--- config.mk ---
export PLATFORM = sky130hd
export DESIGN_NAME = rcc_byte_framer
export DESIGN_NICKNAME = d
export VERILOG_FILES = /design/src/rtl/rcc_byte_framer.sv
export SDC_FILE = /design/constraint.sdc
export NUM_CORES = 1
export LEC_CHECK = 0
export ABC_AREA = 1
export CORE_MARGIN = 2
export CORE_UTILIZATION = 60
export CTS_CLUSTER_DIAMETER = 50
export DETAILED_ROUTE_END_ITERATION = 8
export GPL_ROUTABILITY_DRIVEN = 0
export HOLD_SLACK_MARGIN = 0.03
export PLACE_DENSITY = 0.8
export RECOVER_POWER = 25
export SYNTH_ARGS = -nofsm -noshare
export SYNTH_HDL_FRONTEND = slang
export SYNTH_SLANG_ARGS = --single-unit
--- constraint.sdc ---
create_clock -name SLOW_CLK -period 3.95 [get_ports SLOW_CLK]
set_input_delay 0.79 -clock SLOW_CLK [delete_from_list [all_inputs] [get_ports SLOW_CLK]]
set_output_delay 0.79 -clock SLOW_CLK [all_outputs]
set_load 0.005 [all_outputs]
--- src/rtl/rcc_byte_framer.sv ---
// rcc_byte_framer: wraps a fixed-length payload from the byte serializer into
// a frame: header, 16-bit length (MSB first), payload, check byte. The output
// is a valid/ready byte stream; a small buffer absorbs input during stalls.
// Optional macro FRAMER_CRC8_EN: the check byte becomes CRC-8 (poly 0x07)
// instead of the mod-256 additive sum.
module rcc_byte_framer #(
    parameter int         BUF_DEPTH   = 16,
    parameter logic [7:0] HEADER_BYTE = 8'hA5
) (
    input  logic        SLOW_CLK,
    input  logic        SLOW_RESET,
    input  logic        i_start,
    input  logic [15:0] i_frame_len,
    input  logic [7:0]  i_byte,
    input  logic        i_byte_valid,
    output logic [7:0]  o_data,
    output logic        o_valid,
    input  logic        i_ready,
    output logic        o_busy,
    output logic        o_done,
    output logic        o_overflow
);

    localparam int AW = $clog2(BUF_DEPTH);

    typedef enum logic [2:0] {IDLE, HDR, LEN_HI, LEN_LO, PAYLOAD, CHK} state_t;

    state_t      state, state_nxt;
    logic [7:0]  buf_mem [BUF_DEPTH];
    logic [AW:0] wr_ptr, rd_ptr, buf_cnt;
    logic [15:0] len_r, in_cnt, out_cnt;
    logic [7:0]  acc;
    logic [7:0]  buf_rd;
    logic [7:0]  ld_data;
    logic        accept, buf_empty, buf_full, wr_en;
    logic        rd_en, abort, start, ld, drop_valid, acc_upd, done_set;

    // One emitted byte folded into the running check value.
    function automatic logic [7:0] chk_step(input logic [7:0] a, input logic [7:0] b);
`ifdef FRAMER_CRC8_EN
        logic [7:0] c;
        c = a ^ b;
        for (int i = 0; i < 8; i++) begin
            c = c[7] ? ((c << 1) ^ 8'h07) : (c << 1);
        end
        return c;
`else
        return a + b;
`endif
    endfunction

    // The pointer MSB separates full from empty; the difference is occupancy.
    assign buf_cnt   = wr_ptr - rd_ptr;
    assign buf_empty = (buf_cnt == '0);
    assign buf_full  = (buf_cnt == (AW+1)'(BUF_DEPTH));
    assign buf_rd    = buf_mem[rd_ptr[AW-1:0]];
    assign accept    = o_valid && i_ready;
    // Input is live for the whole frame; bytes beyond the latched length are dropped.
    assign wr_en     = (state != IDLE) && i_byte_valid && (in_cnt < len_r);

    // FSM state register.
    always_ff @(posedge SLOW_CLK) begin
        if (SLOW_RESET) state <= IDLE;
        else            state <= state_nxt;
    end

    // Next state plus output-register load decisions; the state names the byte held in o_data.
    always_comb begin
        state_nxt  = state;
        ld         = 1'b0;
        ld_data    = 8'h00;
        drop_valid = 1'b0;
        rd_en      = 1'b0;
        acc_upd    = 1'b0;
        start      = 1'b0;
        done_set   = 1'b0;
        case (state)
            IDLE: if (i_start) begin
                start     = 1'b1;
                ld        = 1'b1;
                ld_data   = HEADER_BYTE;
                state_nxt = HDR;
            end
            HDR: if (accept) begin
                ld        = 1'b1;
                ld_data   = len_r[15:8];
                acc_upd   = 1'b1;
                state_nxt = LEN_HI;
            end
            LEN_HI: if (accept) begin
                ld        = 1'b1;
                ld_data   = len_r[7:0];
                acc_upd   = 1'b1;
                state_nxt = LEN_LO;
            end
            LEN_LO: if (accept) begin
                if (len_r == 16'd0) begin
                    ld        = 1'b1;
                    ld_data   = acc;
                    state_nxt = CHK;
                end else begin
                    state_nxt = PAYLOAD;
                    if (!buf_empty) begin
                        rd_en   = 1'b1;
                        ld      = 1'b1;
                        ld_data = buf_rd;
                        acc_upd = 1'b1;
                    end else begin
                        drop_valid = 1'b1;
                    end
                end
            end
            PAYLOAD: begin
                if (accept && (out_cnt == len_r - 16'd1)) begin
                    ld        = 1'b1;
                    ld_data   = acc;
                    state_nxt = CHK;
                end else if (!buf_empty && (!o_valid || accept)) begin
                    rd_en   = 1'b1;
                    ld      = 1'b1;
                    ld_data = buf_rd;
                    acc_upd = 1'b1;
                end else if (accept) begin
                    drop_valid = 1'b1;
                end
            end
            CHK: if (accept) begin
                done_set   = 1'b1;
                drop_valid = 1'b1;
                state_nxt  = IDLE;
            end
            default: state_nxt = IDLE;
        endcase
        // A write into a full buffer with no read this cycle kills the frame;
        // o_valid is pulled even if the byte was never accepted.
        abort = wr_en && buf_full && !rd_en;
        if (abort) begin
            state_nxt  = IDLE;
            ld         = 1'b0;
            drop_valid = 1'b1;
            acc_upd    = 1'b0;
            done_set   = 1'b0;
        end
    end

    // Output register, status flags, pointers, counters and check accumulator.
    always_ff @(posedge SLOW_CLK) begin
        if (SLOW_RESET) begin
            o_data     <= 8'h00;
            o_valid    <= 1'b0;
            o_busy     <= 1'b0;
            o_done     <= 1'b0;
            o_overflow <= 1'b0;
            wr_ptr     <= '0;
            rd_ptr     <= '0;
            len_r      <= 16'd0;
            in_cnt     <= 16'd0;
            out_cnt    <= 16'd0;
            acc        <= 8'h00;
        end else begin
            o_done <= done_set;
            if (ld) begin
                o_valid <= 1'b1;
                o_data  <= ld_data;
            end else if (drop_valid) begin
                o_valid <= 1'b0;
            end
            if (acc_upd) acc <= chk_step(acc, ld_data);
            if (start) begin
                len_r      <= i_frame_len;
                acc        <= 8'h00;
                in_cnt     <= 16'd0;
                out_cnt    <= 16'd0;
                o_overflow <= 1'b0;
                o_busy     <= 1'b1;
                wr_ptr     <= '0;
                rd_ptr     <= '0;
            end else if (abort) begin
                o_overflow <= 1'b1;
                o_busy     <= 1'b0;
                wr_ptr     <= '0;
                rd_ptr     <= '0;
            end else begin
                if (done_set) o_busy <= 1'b0;
                if (wr_en) begin
                    wr_ptr <= wr_ptr + (AW+1)'(1);
                    in_cnt <= in_cnt + 16'd1;
                end
                if (rd_en) rd_ptr <= rd_ptr + (AW+1)'(1);
                if ((state == PAYLOAD) && accept) out_cnt <= out_cnt + 16'd1;
            end
        end
    end

    // Payload storage; data only, never reset.
    always_ff @(posedge SLOW_CLK) begin
        if (wr_en && !abort) buf_mem[wr_ptr[AW-1:0]] <= i_byte;
    end

endmodule

== Word level (Yosys, flattened, before mapping) ==
Memory sizes are Yosys's and may differ from the RTL's. A register that Yosys moved wholly into a read port is not among the register bits.
Cells that the tools add are included.
Operators by class
  bitwise gates (word level): 1
  reduce and logical (&&, ||, !) cells: 27
  multiplexer cells: 51
  eq/ne operators: 13
  $add $sub $neg: 7
  $lt $le $gt $ge: 1
Operators by type and width (count)
  $mux W8: 8
  $pmux W8 S5: 1
  $add A16 B1 Y16 const B: 2
  $mux W1: 29
  $mux W3: 6
  $pmux W3 S6: 1
  $eq A16 B16 Y1: 1
  $logic_not A16 Y1: 1
  $lt A16 B16 Y1: 1
  $sub A16 B1 Y16 const B: 1
  $ne A2 B2 Y1 const B: 6
  $add A5 B1 Y5 const B: 2
  $logic_and A1 B1 Y1: 9
  $add A8 B8 Y8: 1
  $mux W4: 2
  $eq A3 B2 Y1 const B: 2
  $eq A3 B3 Y1 const B: 2
  $pmux W1 S3: 2
  $reduce_and A6 Y1: 1
  $reduce_bool A3 Y1: 2
  $reduce_or A2 Y1: 3
  $eq A5 B5 Y1 const B: 1
  $logic_not A5 Y1: 1
  $sub A5 B5 Y5: 1
  other kinds (10): 14
Storage, ports and cells
  bits in writable memories: 128
  input port bits: 29
  output and inout port bits: 12
  logic and storage cells: 113
  memories kept: 1
  bits in registers: 81
Memory list
  buf_mem: words 16, width 8, read ports 1, clocked after Yosys merged registers in 1, write ports 1, line 29  | logic [7:0] buf_mem [BUF_DEPTH];

== Longest topological paths before layout ==
Gate-level depths: netlist of the first run.
  depth in word-level cells: 13
  gate-level depth with buffers: 30
  mapped depth without buffers: 30

== Least setup slack after synthesis of the first run ==
OpenSTA, ideal clock, no wires.
  path kind: input to register
  from: input port i_ready
  to: register acc[7]
  setup time: 110 ps
  stages on the path: 26
  slack: 573 ps
  data required time: 3840 ps
  data arrival time: 3267 ps
  buffers on the path: 0
  path through: nand2_1 -> inv_1 -> nand2_1 -> nor3_1 -> nand3_1 -> nor2_1 -> nand2_1 -> nor2_4 -> nand2_4 -> nand3_4 -> nand2_4 -> inv_6 -> o211ai_1 -> ha_1 -> a21oi_1 -> nand2_1 -> a21oi_1 -> o21bai_1 -> nand2_1 -> nand2_1 -> a21oi_1 -> nand3_1 -> nand3_1 -> nand2_1 -> inv_1 -> nor2_1
Between the ends
  elaborated cells on any way between the ends: 20
RTL lines
  from (decl): line 18  | input logic i_ready,
  $logic_and A1 B1 Y1 (*): line 57  | assign accept = o_valid && i_ready;
  $logic_or A1 B1 Y1: line 118  | end else if (!buf_empty && (!o_valid || accept)) begin
  $logic_and A1 B1 Y1: line 118
  $mux W8: line 118
  $mux W8: line 114  | if (accept && (out_cnt == len_r - 16'd1)) begin
  $pmux W8 S5 (*): line 77  | case (state)
  named net ld_data[2]: line 34  | logic [7:0] ld_data;
  $add A8 B8 Y8 (*): line 48  | return a + b;
  to (signal assigned): line 168  | if (acc_upd) acc <= chk_step(acc, ld_data);
  to (decl): line 32  | logic [7:0] acc;
The timed path passes the listed nets; every way through them passes the cells marked *.
A chain may end at the register's enable or synchronous reset.

== Final worst setup path of the first run ==
  from: register rd_ptr[1]
  to: register acc[7]
Between the ends
  elaborated cells on any way between the ends: 23
RTL lines
  from (decl): line 30  | logic [AW:0] wr_ptr, rd_ptr, buf_cnt;
  from (signal assigned): line 189  | if (rd_en) rd_ptr <= rd_ptr + (AW+1)'(1);
  $sub A5 B5 Y5 (*): line 53  | assign buf_cnt = wr_ptr - rd_ptr;
  $logic_not A5 Y1 (*): line 54  | assign buf_empty = (buf_cnt == '0);
  $logic_not A1 Y1: line 118
  $logic_and A1 B1 Y1: line 118
  $mux W8: line 118
  $mux W8: line 114
  $pmux W8 S5 (*): line 77
  named net ld_data[2]: line 34
  $add A8 B8 Y8 (*): line 48
Marked as above.

==> metrics.txt, run 1 <==
Finished Layout Cells=1543; Total Routing Usage GR=26.5%; wire per inst=16.8 µm; P_leak=4.84 nW; Top delay family on crit path=simple AND/OR/NAND/NOR gates; Startpoint Class=flip-flop; Tot Pwr=0.00553 W; Synth top area share=35.3%; largest family of logic cells by synthesized area=simple AND/OR/NAND/NOR gates; yosys warns=0; status=finished, final reports clean; final setup violation count=0; CP max stage cell=ha_1; via/cell ratio=5.72; FF+latch count, synth=213; Worst Skew=0.0126 ns; top-count cell post-synth=nand2_1; CP bufs+invs=6; Hold Path Origin=o_overflow; largest net degree at the start of global routing=50; Cell Pwr Density=438 nW/µm²; first-pass iteration count of the detailed router=5; Worst-Margin Slew=1.17 ns; Slew Limit Fails=0; area grow syn2layout=16.2%; Hold-fix buffers, CTS=0; I/O Buffers=40; Max Fclk=0.274 GHz; Net Count, Synth=1282; clock sink count=213; Critical Path End Type=flip-flop; Hold Fails Final Rpt=0; slowest cell delay on critical path=0.37 ns; asr flop ratio synth=0%; Post-Synth Simple-Gate Area=20.3%; Max FO, Critical Path=5; DP HPWL=18300 µm; Post-synth EDFFs=128; FF-to-FF Start=rd_ptr[1]; gr ovfl total=0; Layout Nets=1360; Starting DRT DRC Count=690; detailed-route via count=8827; critical path arrival=4.11 ns; Distinct cells, synth=54; synthesized instance count=1218; row cnt=49; most frequent cells after synthesis=222 x nand2_1, 128 x edfxtp_1, 127 x inv_1; ys flop type=edfxtp_1; crit path from=rd_ptr[1]; Die Y=139 µm; # diodes=0; Die W=139 µm; xor/xnor share of the synthesized area=2.90%; Synth Area in Compound Gates=12.1%; total CTS buffers=25; Routed WL=25900 µm; Ports=41; sequential-to-total area share from yosys stat=51.0%; initial antenna violation count=0; adder-cell share of the synthesized area=4.10%; layout cell share with drive strength beyond 1=12.0%; syn_area_per_cell=8.93 µm²; Tcrit/Tclk final=92.4%; Peak supply drop=0.420 mV; Synth area leader=edfxtp_1; clk slew on worst S/H paths=0.06 ns; Synth area leaders=edfxtp_1 35%, dfxtp_1 16%, nand2_1 7.7%, a21oi_1 4.5%, nand3_1 4.4%; Placed Instances=1497; TritonCTS clock tree=built; worst skew pair latency=0.53 ns; maxcap violations=0; Die Footprint=19200 µm²; Bufs on Longest Clock Path=3; CP Data Required Time=4.42 ns; hold slack=0.473 ns; cell area after synthesis=10900 µm²; WS Path Type=flip-flop to flip-flop; initial core utilization=60.7%; first-pass GRT wire length=41600 µm; vias in the first global route=8479; Slew HR=21.2%; DRC errors left=0; cell mode on critical path=nand2_1; H-tree depth=1; fill cell count=1340; core area=17900 µm²; root buffer cell=clkbuf_16; post-layout min period=3.65 ns; post-synthesis mux area share=2.98%; post-route ant nets=0; Hold Path Class=flip-flop to flip-flop
final timing paths:
path	endpoint	slack, ns	cells after the start
setup / recovery	acc[7]	0.30	28
hold / removal	o_overflow	0.47	2
setup reg to reg	acc[7]	0.30	28
hold reg to reg	o_overflow	0.47	2
area by class of cell:
| cell class | instances | area [µm²] | share of cell area, % |
|---|---|---|---|
| clock buffers | 31 | 648 | 5.13 |
| flip-flops and latches | 213 | 5550 | 43.9 |
| inverters | 141 | 537 | 4.25 |
| multi-input cells | 825 | 4640 | 36.7 |
| clock inverters | 14 | 171 | 1.36 |
| well taps | 229 | 287 | 2.27 |
| repair buffers | 90 | 801 | 6.34 |
registers in the layout, summed over array words and instances, names as in the netlist, 5 cells and up, named ones only:
name and flops:
acc 8, buf_mem 128, in_cnt 16, len_r 16
o_data 8, out_cnt 16, rd_ptr 5, wr_ptr 5
report_power, final:
group / switching, W / total [W] / internal (W)
registers: 0.0000451 / 0.00246 / 0.00241
logic: 0.000516 / 0.000801 / 0.000284
clock network: 0.000903 / 0.00227 / 0.00137
logic make-up (layout without fill, tap and decap cells):
family | Yosys count | after routing
XOR/XNOR | 36 | 36
AND/OR/NAND/NOR | 483 | 483
adder cells (fa/ha/maj) | 35 | 35
buffers and inverters | 180 | 276
multiplexers | 31 | 31
flip-flops | 213 | 213
AO/OA/AOI/OAI | 240 | 240
per-stage QoR:
step | area (µm²) | setup WS [ns] | util [%] | setup TNS, ns
2_1_floorplan | 10900 | 0.573 | - | 0
3_3_place_gp | 11800 | -0.107 | 65.7 | -0.204
3_5_place_dp | 11800 | -0.265 | 65.7 | -0.654
4_1_cts | 12600 | 0.124 | 70.3 | 0
5_1_grt | 12600 | -0.0144 | 70.6 | -0.0144
6_report | 12600 | 0.302 | 70.6 | 0
worst reg2reg max path, delay by kind of cell, from the launching register on:
| family | cells | cell delay, ns |
|---|---|---|
| flip-flops | 1 | 0.35 |
| AND/OR/NAND/NOR | 12 | 1.11 |
| adder cells (fa/ha/maj) | 2 | 0.66 |
| AO/OA/AOI/OAI | 8 | 1.02 |
| buffers and inverters | 6 | 0.44 |
repair_timing:
action / CTS / global route
endpoints found under the setup margin: 0 / 3
gates resized for setup: 0 / 15
setup buffers: 0 / 1
placed cells by master (no fill, tap or decap), drive strengths merged, types with 31 or more instances in the layout:
cell type and n:
dfxtp 85, nor2 110, clkbuf 31, nand2 232
a21oi 103, nand3 99, inv 139, o21ai 100
clkdlybuf4s50 34, edfxtp 128, ha 34, buf 50
layer usage:
layer	global-route usage [%]	up-vias	share of wire (%)
met5	0	-	0
li1	-	4294	-
met1	32.8	4150	41
met4	14.8	0	5.6
met3	3.49	100	5.1
met2	45.1	283	48
(Power assumes the default switching activity.)
==> inputs of run 2 (changes only) <==
- SLEW_MARGIN: default -> 20
==> metrics.txt, run 2 (synthesis gave the netlist of run 1 again) <==
fill cell count=1338; Clock power frac=41.1%; Placed Instances=1497; Cell Pwr Density=438 nW/µm²; Hold-fix buffers, CTS=0; Tcrit/Tclk final=92.3%; largest net degree at the start of global routing=50; Peak supply drop=0.419 mV; Worst Skew=0.0135 ns; vias in the first global route=8479; core area=17900 µm²; P_leak=4.84 nW; Critical Path End Type=flip-flop; H-tree depth=1; final setup violation count=0; Switch Pwr=0.00147 W; post-route ant nets=0; Switching Share=26.5%; status=finished, final reports clean; pre-CTS setup slack=-0.265 ns; CP Data Required Time=4.42 ns; CP max stage cell=ha_1; commonest non-fill, non-tap cells in the layout=219 x nand2_1, 128 x edfxtp_1, 127 x inv_1; Max Fclk=0.274 GHz; Tot Pwr=0.00553 W; Max FO, Critical Path=5; sequential power share=44.4%; initial antenna violation count=0; Total Routing Usage GR=26.5%; worst skew pair latency=0.53 ns; Slew HR=42.3%; Routed WL=25900 µm; DP HPWL=18300 µm; WS Path Type=flip-flop to flip-flop; post-layout min period=3.65 ns; row cnt=49; max reg flops=128; cell mode on critical path=nand2_1; Die Y=139 µm; clk slew on worst S/H paths=0.06 ns; wire per inst=16.8 µm; clock sink count=213; Hold Fails Final Rpt=0; reg2reg setup slack=0.30 ns; # diodes=0; Finished Layout Cells=1543; Die W=139 µm; Layout Nets=1360; DRC errors left=0; Slew Limit Fails=0; Final Util=70.7%; TritonCTS clock tree=built; Ports=41; Die Footprint=19200 µm²; Worst-Margin Slew=0.862 ns; most common cell after layout, fill and taps aside=nand2_1; area grow syn2layout=16.3%; detailed-route via count=8818; gr ovfl total=0; initial core utilization=60.7%; setup ws final=0.304 ns; first-pass iteration count of the detailed router=5; maxcap violations=0; root buffer cell=clkbuf_16; via/cell ratio=5.71; Hold Path Class=flip-flop to flip-flop; first-pass GRT wire length=41600 µm; Starting DRT DRC Count=682; total CTS buffers=25; layout cell share with drive strength beyond 1=12.2%; critical path arrival=4.11 ns; internal power=0.00407 W; I/O Buffers=40; Startpoint Class=flip-flop; slowest cell delay on critical path=0.37 ns; Bufs on Longest Clock Path=3; Comb pwr share=14.5%
## run 2: worst paths after layout
path                    from  cells past startpoint         end
hold / removal    o_overflow                      2  o_overflow
setup / recovery   rd_ptr[1]                     28      acc[7]
hold reg to reg   o_overflow                      2  o_overflow
setup reg to reg   rd_ptr[1]                     28      acc[7]
## run 2: through the flow
step	hold slack (ns)	TNS, ns	cell area [µm²]
floorplan	0.447	0	10900
global placement	0.440	-0.204	11800
detailed placement	0.468	-0.654	11800
CTS	0.477	0	12600
global route	0.510	-0.0144	12600
finish	0.473	0	12600
## run 2: worst max-delay path: cells and delay by family, from the launching register on
kind	cells	cell delay, ns
flops	1	0.35
compound gates	8	1.02
fa+ha+maj	2	0.66
simple gates	12	1.11
buf+inv	6	0.45
## run 2: power groups by stage
stage / logic (W) / registers [W] / clock network (W)
3_5_place_dp: 0.000778 / 0.00250 / 0
3_3_place_gp: 0.000764 / 0.00250 / 0
4_1_cts: 0.000785 / 0.00246 / 0.00230
5_1_grt: 0.000891 / 0.00246 / 0.00239
6_report: 0.000802 / 0.00246 / 0.00227
2_1_floorplan: 0.000522 / 0.00250 / 0
## run 2: area by class of cell
cell class	count	area, µm²	area share (%)
flip-flops and latches	213	5550	43.9
multi-input cells	825	4650	36.8
repair buffers	90	801	6.33
clock buffers	31	648	5.12
inverters	141	537	4.24
well taps	229	287	2.27
clock inverters	14	171	1.36
## run 2: routing by layer
layer | routed length [µm] | share of wire [%] | GRT usage (%) | vias up
li1 | - | - | - | 4304
met1 | 10600 | 41 | 32.8 | 4116
met2 | 12400 | 48 | 45.1 | 297
met3 | 1400 | 5.4 | 3.49 | 101
met4 | 1450 | 5.6 | 14.8 | 0
met5 | 0 | 0 | 0 | -
## run 2: repair_timing
| item | CTS | global route |
|---|---|---|
| gates resized for setup | 0 | 15 |
| setup endpoints to repair | 0 | 3 |
| setup buffers | 0 | 1 |
